--- src/rtl/mul_iter_if.sv ---
// Start/done/ack handshake plus operand and result bundle between the execute stage and mul_iter.
interface mul_iter_if #(
    parameter int unsigned WIDTH = 32
);
    logic             start;
    logic [WIDTH-1:0] a;
    logic [WIDTH-1:0] b;
    logic             is_sign;
    logic             flush;
    logic             ack;
    logic             ready;
    logic             busy;
    logic             done;
    logic [WIDTH-1:0] hi;
    logic [WIDTH-1:0] lo;

    modport master (output start, a, b, is_sign, flush, ack,
                    input  ready, busy, done, hi, lo);
    modport slave  (input  start, a, b, is_sign, flush, ack,
                    output ready, busy, done, hi, lo);
endinterface

--- src/rtl/mul_iter.sv ---
// Iterative signed/unsigned multiplier retiring STEP multiplier bits per cycle.
// Sign is stripped at capture, magnitudes are multiplied, and the sign is reapplied on the last iteration.
module mul_iter #(
    parameter int unsigned WIDTH = 32,
    parameter int unsigned STEP  = 1
) (
    input  logic      clk,
    input  logic      resetn,
    mul_iter_if.slave bus
);
    localparam int unsigned N     = (STEP == 0) ? 1 : WIDTH / STEP;
    localparam int unsigned CNT_W = (N > 1) ? $clog2(N) : 1;
    localparam int unsigned PW    = 2 * WIDTH;
    localparam int unsigned SH_W  = $clog2(PW) + 1;

    if (STEP == 0 || STEP > WIDTH || (WIDTH % STEP) != 0) begin : g_bad_step
        $error("mul_iter: STEP must divide WIDTH exactly");
    end

    typedef enum logic [1:0] {
        S_IDLE = 2'd0,
        S_BUSY = 2'd1,
        S_DONE = 2'd2
    } state_t;

    state_t           r_state;
    state_t           w_state_next;
    logic             w_load;
    logic             w_iter;
    logic             w_last;

    logic [WIDTH-1:0] r_mcand;
    logic [WIDTH-1:0] r_mplier;
    logic             r_neg;
    logic [CNT_W-1:0] r_cnt;
    logic [PW-1:0]    r_acc;
    logic [WIDTH-1:0] r_hi;
    logic [WIDTH-1:0] r_lo;
    logic             r_ready;
    logic             r_busy;
    logic             r_done;

    logic [WIDTH-1:0] w_a_mag;
    logic [WIDTH-1:0] w_b_mag;
    logic [PW-1:0]    w_pp;
    logic [SH_W-1:0]  w_shamt;
    logic [PW-1:0]    w_acc_next;
    logic [PW-1:0]    w_prod;

    always_ff @(posedge clk or negedge resetn) begin
        if (!resetn) r_state <= S_IDLE;
        else         r_state <= w_state_next;
    end

    // flush overrides everything; in DONE a new start is only taken together with ack
    always_comb begin
        w_state_next = r_state;
        w_load       = 1'b0;
        w_iter       = 1'b0;
        w_last       = 1'b0;
        if (bus.flush) begin
            w_state_next = S_IDLE;
        end else begin
            case (r_state)
                S_IDLE: begin
                    if (bus.start) begin
                        w_load       = 1'b1;
                        w_state_next = S_BUSY;
                    end
                end
                S_BUSY: begin
                    w_iter = 1'b1;
                    if (r_cnt == CNT_W'(N - 1)) begin
                        w_last       = 1'b1;
                        w_state_next = S_DONE;
                    end
                end
                S_DONE: begin
                    if (bus.ack) begin
                        w_state_next = S_IDLE;
                        if (bus.start) begin
                            w_load       = 1'b1;
                            w_state_next = S_BUSY;
                        end
                    end
                end
                default: w_state_next = S_IDLE;
            endcase
        end
    end

    // most-negative operand maps to 2^(WIDTH-1), which is the correct unsigned magnitude
    always_comb begin
        w_a_mag    = (bus.is_sign && bus.a[WIDTH-1]) ? (~bus.a + WIDTH'(1)) : bus.a;
        w_b_mag    = (bus.is_sign && bus.b[WIDTH-1]) ? (~bus.b + WIDTH'(1)) : bus.b;
        w_pp       = PW'(r_mcand) * PW'(r_mplier[STEP-1:0]);
        w_shamt    = SH_W'(r_cnt) * SH_W'(STEP);
        w_acc_next = r_acc + (w_pp << w_shamt);
        w_prod     = r_neg ? (~w_acc_next + PW'(1)) : w_acc_next;
    end

    always_ff @(posedge clk or negedge resetn) begin
        if (!resetn) begin
            r_mcand  <= '0;
            r_mplier <= '0;
            r_neg    <= 1'b0;
            r_cnt    <= '0;
            r_acc    <= '0;
            r_hi     <= '0;
            r_lo     <= '0;
        end else begin
            if (w_load) begin
                r_mcand  <= w_a_mag;
                r_mplier <= w_b_mag;
                r_neg    <= bus.is_sign & (bus.a[WIDTH-1] ^ bus.b[WIDTH-1]);
                r_cnt    <= '0;
                r_acc    <= '0;
            end else if (w_iter) begin
                r_acc    <= w_acc_next;
                r_mplier <= r_mplier >> STEP;
                r_cnt    <= r_cnt + CNT_W'(1);
            end
            if (w_last) begin
                r_hi <= w_prod[PW-1:WIDTH];
                r_lo <= w_prod[WIDTH-1:0];
            end
        end
    end

    // status flags track the state register one-for-one
    always_ff @(posedge clk or negedge resetn) begin
        if (!resetn) begin
            r_ready <= 1'b1;
            r_busy  <= 1'b0;
            r_done  <= 1'b0;
        end else begin
            r_ready <= (w_state_next != S_BUSY);
            r_busy  <= (w_state_next == S_BUSY);
            r_done  <= (w_state_next == S_DONE);
        end
    end

    assign bus.ready = r_ready;
    assign bus.busy  = r_busy;
    assign bus.done  = r_done;
    assign bus.hi    = r_hi;
    assign bus.lo    = r_lo;

endmodule
--- src/flat_wrapper.sv ---
// flat-port wrapper written by rule: the top's interface ports become plain ports
module mul_iter_flat 
#(
    parameter int unsigned WIDTH = 32,
    parameter int unsigned STEP  = 1
)
  (clk, resetn, bus_start, bus_a, bus_b, bus_is_sign, bus_flush, bus_ack, bus_ready, bus_busy, bus_done, bus_hi, bus_lo);
  mul_iter_if #(.WIDTH(WIDTH)) bus_i ();
  input  logic clk;
  input  logic resetn;
  input wire logic [$bits(bus_i.start)-1:0] bus_start;
  input wire logic [$bits(bus_i.a)-1:0] bus_a;
  input wire logic [$bits(bus_i.b)-1:0] bus_b;
  input wire logic [$bits(bus_i.is_sign)-1:0] bus_is_sign;
  input wire logic [$bits(bus_i.flush)-1:0] bus_flush;
  input wire logic [$bits(bus_i.ack)-1:0] bus_ack;
  output wire logic [$bits(bus_i.ready)-1:0] bus_ready;
  output wire logic [$bits(bus_i.busy)-1:0] bus_busy;
  output wire logic [$bits(bus_i.done)-1:0] bus_done;
  output wire logic [$bits(bus_i.hi)-1:0] bus_hi;
  output wire logic [$bits(bus_i.lo)-1:0] bus_lo;
  assign bus_i.start = bus_start;
  assign bus_i.a = bus_a;
  assign bus_i.b = bus_b;
  assign bus_i.is_sign = bus_is_sign;
  assign bus_i.flush = bus_flush;
  assign bus_i.ack = bus_ack;
  assign bus_ready = bus_i.ready;
  assign bus_busy = bus_i.busy;
  assign bus_done = bus_i.done;
  assign bus_hi = bus_i.hi;
  assign bus_lo = bus_i.lo;
  mul_iter #(.WIDTH(WIDTH), .STEP(STEP)) u_core (.clk(clk), .resetn(resetn), .bus(bus_i));
endmodule
--- config.mk ---
export PLATFORM = sky130hd
export DESIGN_NAME = mul_iter_flat
export DESIGN_NICKNAME = d
export VERILOG_FILES = /design/src/rtl/mul_iter_if.sv /design/src/rtl/mul_iter.sv /design/src/flat_wrapper.sv
export SDC_FILE = /design/constraint.sdc
export NUM_CORES = 1
export LEC_CHECK = 0
export BUFFER_PORTS_ARGS = -buffer_cell sky130_fd_sc_hd__buf_2
export CAP_MARGIN = 0
export CELL_PAD_IN_SITES_DETAIL_PLACEMENT = 0
export CELL_PAD_IN_SITES_GLOBAL_PLACEMENT = 1
export CORE_ASPECT_RATIO = 0.9
export CORE_MARGIN = 3
export CORE_UTILIZATION = 44
export CTS_CLUSTER_DIAMETER = 200
export DETAILED_ROUTE_END_ITERATION = 6
export PLACE_DENSITY = 0.87
export SLEW_MARGIN = 20
export SYNTH_ARGS = -nofsm -noshare
export SYNTH_HDL_FRONTEND = slang
export SYNTH_SLANG_ARGS = --single-unit
--- constraint.sdc ---
create_clock -name clk -period 8.74 [get_ports clk]
set_clock_uncertainty 0.2 [all_clocks]
set_input_delay 0.874 -clock clk [delete_from_list [all_inputs] [get_ports clk]]
set_output_delay 0.874 -clock clk [all_outputs]
set_load 0.01 [all_outputs]
==> results.toml, run 1 <==
[status]
status = "finished, final reports clean"

[floorplan]
ios = 137
die_area_um2 = 41140
fp-row-count = 67
die_height_um = 192.7
core_um2 = 37720
start_util_pct = 45.19
die_w_um = 213.5

[sta]
finalHoldViolCount = 0
finalSetupViolCount = 0
fin_crit_ns = 7.800
rsz0062_at_grt = "no"
worst_pin_slew_ns = 0.9580
fmax_mhz = 128.2
slew_viol_final = 0
max-slew-margin-rel_pct = 36.13
period_share_pct = 89.24
fin_tns_setup_ns = 0

[logic_synthesis]
yosysUniqueCellTypes = 93
synth_area_leaders = "dfrtp_1 (30%), nand2_1 (8.8%), o21ai_0 (7.1%)"
synth_edf_count = 0
synthesis.area_um2 = 17050
yosys_warnings = 0
syn_nets = 2373
synth_top_area_share_pct = 29.65
synthArstFlopShare_pct = 100.0
ys_seq_area_share_pct = 29.81
yosys.area.top_type = "dfrtp_1"
syn_inst = 2234
ys.flop_type = "dfrtp_1"
avgSynthCellArea_um2 = 7.630
synth_seq_cells = 203

[global_route]
grt_pass1_vias = 15350
grt.overflow.total = 0
grt_util_all_layers_pct = 26.39
grt_first_pass_wirelength_mm = 86.28
grt_max_degree = 127
antenna_found_initial = 1

[route]
ant_nets = 0
routed_via_density = 5.999
drt-pass1-iter-count = 6
drc = 0
wl_per_cell_um = 19.78
drtIter0Drc = 1391
vias = 16680
finalWirelength_mm = 55.00

[clock_network]
cts.clk_slew.worst_paths_ns = 0.06
cts_hold_buffers = 0
htreeDepth = 1
numCtsBuffers = 24
root_buffer = "clkbuf_16"
post_cts_buffers = 0
clk_path_buf_depth = 3
cts.sinks = 203
cts_resized = 0
insertion_delay_ns = 0.54
cts_tree = "yes"

[hold_path]
hold_class = "input pin to async pin"

[power]
p_int_uw = 2570
swShare_pct = 42.92
clkPwrFrac_pct = 25.6
powerDensity_nw_per_um2 = 238.3
p_total_uw = 4503
p_switching_uw = 1933
power.leakage_uw = 0.008247
combPwrFrac_pct = 46.9
power_frac_seq_pct = 27.5
ir_drop_uv = 150.0

[place]
io_buffer_count = 136
place_area_um2 = 17950
post-dp-hpwl_mm = 43.14
gp_congestion = 1.009

[run]
max-cap-violations = 0

[setup_path]
cp.arrival_ns = 8.05
worstSetupEndpointType = "flop"
cp_max_fo = 27
cp.required_ns = 8.99
cp-start-kind = "flop"
path_class = "flop to flop"

[finish]
n_antenna_cell = 0
stdcell_area_um2 = 18900
final_nets = 2418
syn2layout_area_growth_pct = 10.85
nFillCells = 3711
most-common-layout-cells = "nand2_1 (397), o21ai_0 (241), nor2_1 (217)"
layout_commonest_cell = "nand2_1"
drive_above_1_share_pct = 12.23
-- cell type report --
class	count	area (um^2)	share of cell area, %
Clock inverter	9	197.7	1.046
Multi-Input combinational cell	1862	11300	59.82
Timing Repair Buffer	158	878.3	4.648
Sequential cell	203	5086	26.92
Inverter	30	112.6	0.5959
Clock buffer	35	713.2	3.774
Tap cell	483	604.3	3.198
-- registers in the layout, summed over array words and instances (netlist names) --
signal,cells
u_core.r_acc,64
u_core.r_cnt,5
u_core.bus.ready,1
u_core.bus.lo,32
u_core.r_mplier,32
u_core.bus.hi,32
u_core.r_state,2
u_core.bus.busy,1
u_core.r_neg,1
u_core.bus.done,1
u_core.r_mcand,32
-- power by group through the flow --
stage	Combinational, uW	Sequential (uW)	Clock, uW
after floorplan	1580	1160	0
after global placement	2040	1250	0
after detailed placement	2070	1250	0
after CTS	2080	1230	1180
after global routing	2330	1260	1220
final	2110	1240	1150
-- synthesized netlist by cell type (all sizes together), types with 31 or more instances --
library cell / instances
nor2: 217
clkbuf: 101
nor3: 31
a21oi: 131
nand3: 108
xnor2: 90
mux2i: 42
xor2: 76
buf: 38
a31oi: 44
dfrtp: 202
o21ai: 266
ha: 68
nand4: 36
nand2: 398
-- kinds of logic after synthesis --
group | synth area share, %
adder cells (fa/ha/maj) | 5.109
flip-flops | 29.81
AO/OA/AOI/OAI | 24.03
buffers and inverters | 4.030
multiplexers | 4.382
XOR/XNOR | 8.529
AND/OR/NAND/NOR | 24.11
-- worst paths after layout --
check	start	endpoint	slack, ns	cells after the start
max	u_core.r_cnt[0]	u_core.bus.hi[31]	0.94	23
min	resetn	u_core.bus.lo[10]	0.13	1
max reg2reg	u_core.r_cnt[0]	u_core.bus.hi[31]	0.94	23
min reg2reg	u_core.r_mplier[2]	u_core.r_mplier[1]	0.27	2
max in group asynchronous	resetn	u_core.r_cnt[0]	6.94	2
min in group clk	u_core.r_mplier[2]	u_core.r_mplier[1]	0.27	2
-- through the flow --
stage	cells	hold WS [ns]	worst slack, ns	util, %
after floorplan	2234	0.2386	2.641	-
after global placement	2735	0.2568	1.295	47.59
after detailed placement	2735	0.2625	1.087	47.59
after CTS	2779	0.1333	1.045	50.00
after global routing	2780	0.1610	0.3869	50.09
final	2780	0.1323	0.9405	50.09
-- per-layer routing --
layer,wire [um],vias up,GRT usage (%)
met1,27300,7957,40.67
met2,22850,558,38.96
met4,1212,2,5.845
met5,9,-,0
li1,-,8084,-
met3,3633,75,3.722
-- critical path, stage by stage, from the launching register on --
cell and delay [ns]:
dfrtp_2 0.76, buf_4 0.35, mux2i_1 0.30, nor2_1 0.06
o21ai_0 0.28, nor2_1 0.07, a31o_2 0.23, nand2_1 0.07
o21ai_0 0.16, nor2_1 0.15, a21oi_1 0.10, ha_1 0.58
nand4_1 0.24, nor4_1 0.49, nand2_1 0.17, a211oi_1 0.44
a211oi_2 0.17, xor2_1 0.37, o221ai_1 0.24, or4_1 0.57
nand4bb_1 0.57, or3_1 0.53, or4_1 0.48, nand3_1 0.10
Note: power is estimated with default switching activity, not from simulation.
==> run 2: changes to the inputs <==
--- a/config.mk
+++ b/config.mk
@@ -5,6 +5,7 @@
 export SDC_FILE = /design/constraint.sdc
 export NUM_CORES = 1
 export LEC_CHECK = 0
+export ABC_CLOCK_PERIOD_IN_PS = 8740
 export BUFFER_PORTS_ARGS = -buffer_cell sky130_fd_sc_hd__buf_2
 export CAP_MARGIN = 0
 export CELL_PAD_IN_SITES_DETAIL_PLACEMENT = 0
@@ -14,6 +15,7 @@
 export CORE_UTILIZATION = 44
 export CTS_CLUSTER_DIAMETER = 200
 export DETAILED_ROUTE_END_ITERATION = 6
+export HOLD_SLACK_MARGIN = 0.15
 export PLACE_DENSITY = 0.87
 export SLEW_MARGIN = 20
 export SYNTH_ARGS = -nofsm -noshare
==> run 2 against run 1 <==
Compared with the run above: via count grew 0.59%; largest power group unchanged; worst setup slack gained 0.081 ns; cell count is essentially flat; largest cell class unchanged; core utilization is essentially flat; cell area is essentially flat; first-iteration DRC count shrank 0.43%; hold slack gained 0.14 ns; routed wire length grew 0.21%; non-clock buffer count grew 1.
==> results.toml, run 2 (synthesis results as in run 1) <==
[global_route]
antenna_found_initial = 1
grt_pass1_vias = 15350
grt.overflow.total = 0
grt_max_degree = 127
grt_first_pass_wirelength_mm = 86.28
grt_util_all_layers_pct = 26.39

[sta]
timing.final.ws_setup_ns = 1.022
worst_pin_slew_ns = 0.9592
period_share_pct = 88.31
max-slew-margin-rel_pct = 36.05
fin_tns_setup_ns = 0
slew_viol_final = 0
fmax_mhz = 129.6
fin_crit_ns = 7.718
rsz0062_at_grt = "no"
finalSetupViolCount = 0
finalHoldViolCount = 0

[finish]
layout_commonest_cell = "nand2_1"
final_nets = 2419
ff_latch_area_um2 = 5086
multi_input_area_um2 = 11300
n_antenna_cell = 0
nFillCells = 3710
largest_register = "u_core.r_acc"
most-common-layout-cells = "nand2_1 (397), o21ai_0 (241), nor2_1 (217)"
largest_reg_flops = 64
drive_above_1_share_pct = 12.23
syn2layout_area_growth_pct = 10.91

[route]
finalWirelength_mm = 55.12
drtIter0Drc = 1385
drc = 0
routed_via_density = 6.032
wl_per_cell_um = 19.82
vias = 16780
ant_nets = 0
drt-pass1-iter-count = 6

[floorplan]
fp-row-count = 67
ios = 137
core_um2 = 37720
die_area_um2 = 41140
die_w_um = 213.5
die_height_um = 192.7
start_util_pct = 45.19

[setup_path]
r2r_end = "u_core.bus.hi[31]"
cp-start-kind = "flop"
cp_max_fo = 27
cp.required_ns = 8.99
r2r_setup_slack_ns = 1.02
cp.arrival_ns = 7.97
ff2ff_path_depth = 23
worstSetupEndpointType = "flop"
path_class = "flop to flop"
r2r-start = "u_core.r_cnt[0]"

[clock_network]
numCtsBuffers = 24
root_buffer = "clkbuf_16"
cts_tree = "yes"
cts.sinks = 203
insertion_delay_ns = 0.54
cts.clk_slew.worst_paths_ns = 0.06
htreeDepth = 1
clk_path_buf_depth = 3

[power]
ir_drop_uv = 149.9
powerDensity_nw_per_um2 = 238.3
power.leakage_uw = 0.008252

[place]
post-dp-hpwl_mm = 43.14
io_buffer_count = 136
gp_congestion = 1.009
place_ws_ns = 1.087

[hold_path]
hold_depth = 2
holdPathEnd = "u_core.r_mplier[1]"
hold_class = "flop to flop"
min_from = "u_core.r_mplier[2]"

[run]
max-cap-violations = 0

[status]
status = "finished, final reports clean"
==> run 2: cell count changes in the layout (fill, tap and decap cells not counted), sizes merged <==
cell,previous run,this run
dlygate4sd3,0,1
==> run 2: metal layers <==
layer  up-vias  part of all wire, %  track usage [%]
met2       580                   41            38.96
li1       8096                    -                -
met3        77                  6.7            3.722
met1      8020                   50            40.67
met4         2                  2.2            5.845
met5         -                0.016                0
==> run 2: per-stage QoR <==
step | power, uW | hold WS (ns) | std cells | util [%] | area (um^2)
floorplan | 2735 | 0.2386 | 2234 | - | 17050
global placement | 3283 | 0.2568 | 2735 | 47.59 | 17950
detailed placement | 3321 | 0.2625 | 2735 | 47.59 | 17950
CTS | 4494 | 0.2795 | 2780 | 50.03 | 18870
global route | 4808 | 0.2982 | 2781 | 50.12 | 18910
finish | 4505 | 0.2738 | 2781 | 50.12 | 18910
==> run 2: worst max-delay path by stage <==
stage                     slack [ns]  cells past startpoint            start                 to
after floorplan                 2.64                     22  u_core.r_cnt[0]  u_core.bus.hi[31]
after global placement          1.30                     23  u_core.r_cnt[0]  u_core.bus.hi[31]
after detailed placement        1.09                     23  u_core.r_cnt[0]  u_core.bus.hi[31]
after CTS                       1.04                     23  u_core.r_cnt[0]  u_core.bus.hi[31]
after global routing            0.39                     23  u_core.r_cnt[0]  u_core.bus.hi[31]
final                           1.02                     23  u_core.r_cnt[0]  u_core.bus.hi[31]
==> run 2: area by class of cell <==
type	instances	area share [%]
Multi-Input combinational cell	1862	59.79
Sequential cell	203	26.90
Timing Repair Buffer	159	4.699
Clock buffer	35	3.772
Tap cell	483	3.197
Clock inverter	9	1.046
Inverter	30	0.5956
==> run 2: worst max-delay path, stage by stage, from the launching register on <==
cell	delay, ns
dfrtp_2	0.76
buf_4	0.35
mux2i_1	0.30
nor2_1	0.06
o21ai_0	0.28
nor2_1	0.07
a31o_2	0.23
nand2_1	0.06
o21ai_0	0.16
nor2_1	0.15
a21oi_1	0.10
ha_1	0.58
nand4_1	0.24
nor4_1	0.49
nand2_1	0.16
a211oi_1	0.45
a211oi_2	0.17
xor2_1	0.34
o221ai_1	0.23
or4_1	0.56
nand4bb_1	0.56
or3_1	0.52
or4_1	0.48
nand3_1	0.10
==> run 2: power by group <==
group          switching, uW  internal, uW  leakage [uW]
Sequential               164          1070       0.00268
Combinational           1360           755       0.00513
Clock                    408           741      0.000443
Total                   1930          2570       0.00825
==> run 2: what timing repair did <==
action | 4_1_cts | 5_1_grt
endpoints found under the setup margin | 0 | 0
hold buffers | 1 | 0
resized for setup | 0 | 0
buffers inserted | 0 | 0
hold endpoints to repair | 53 | 0
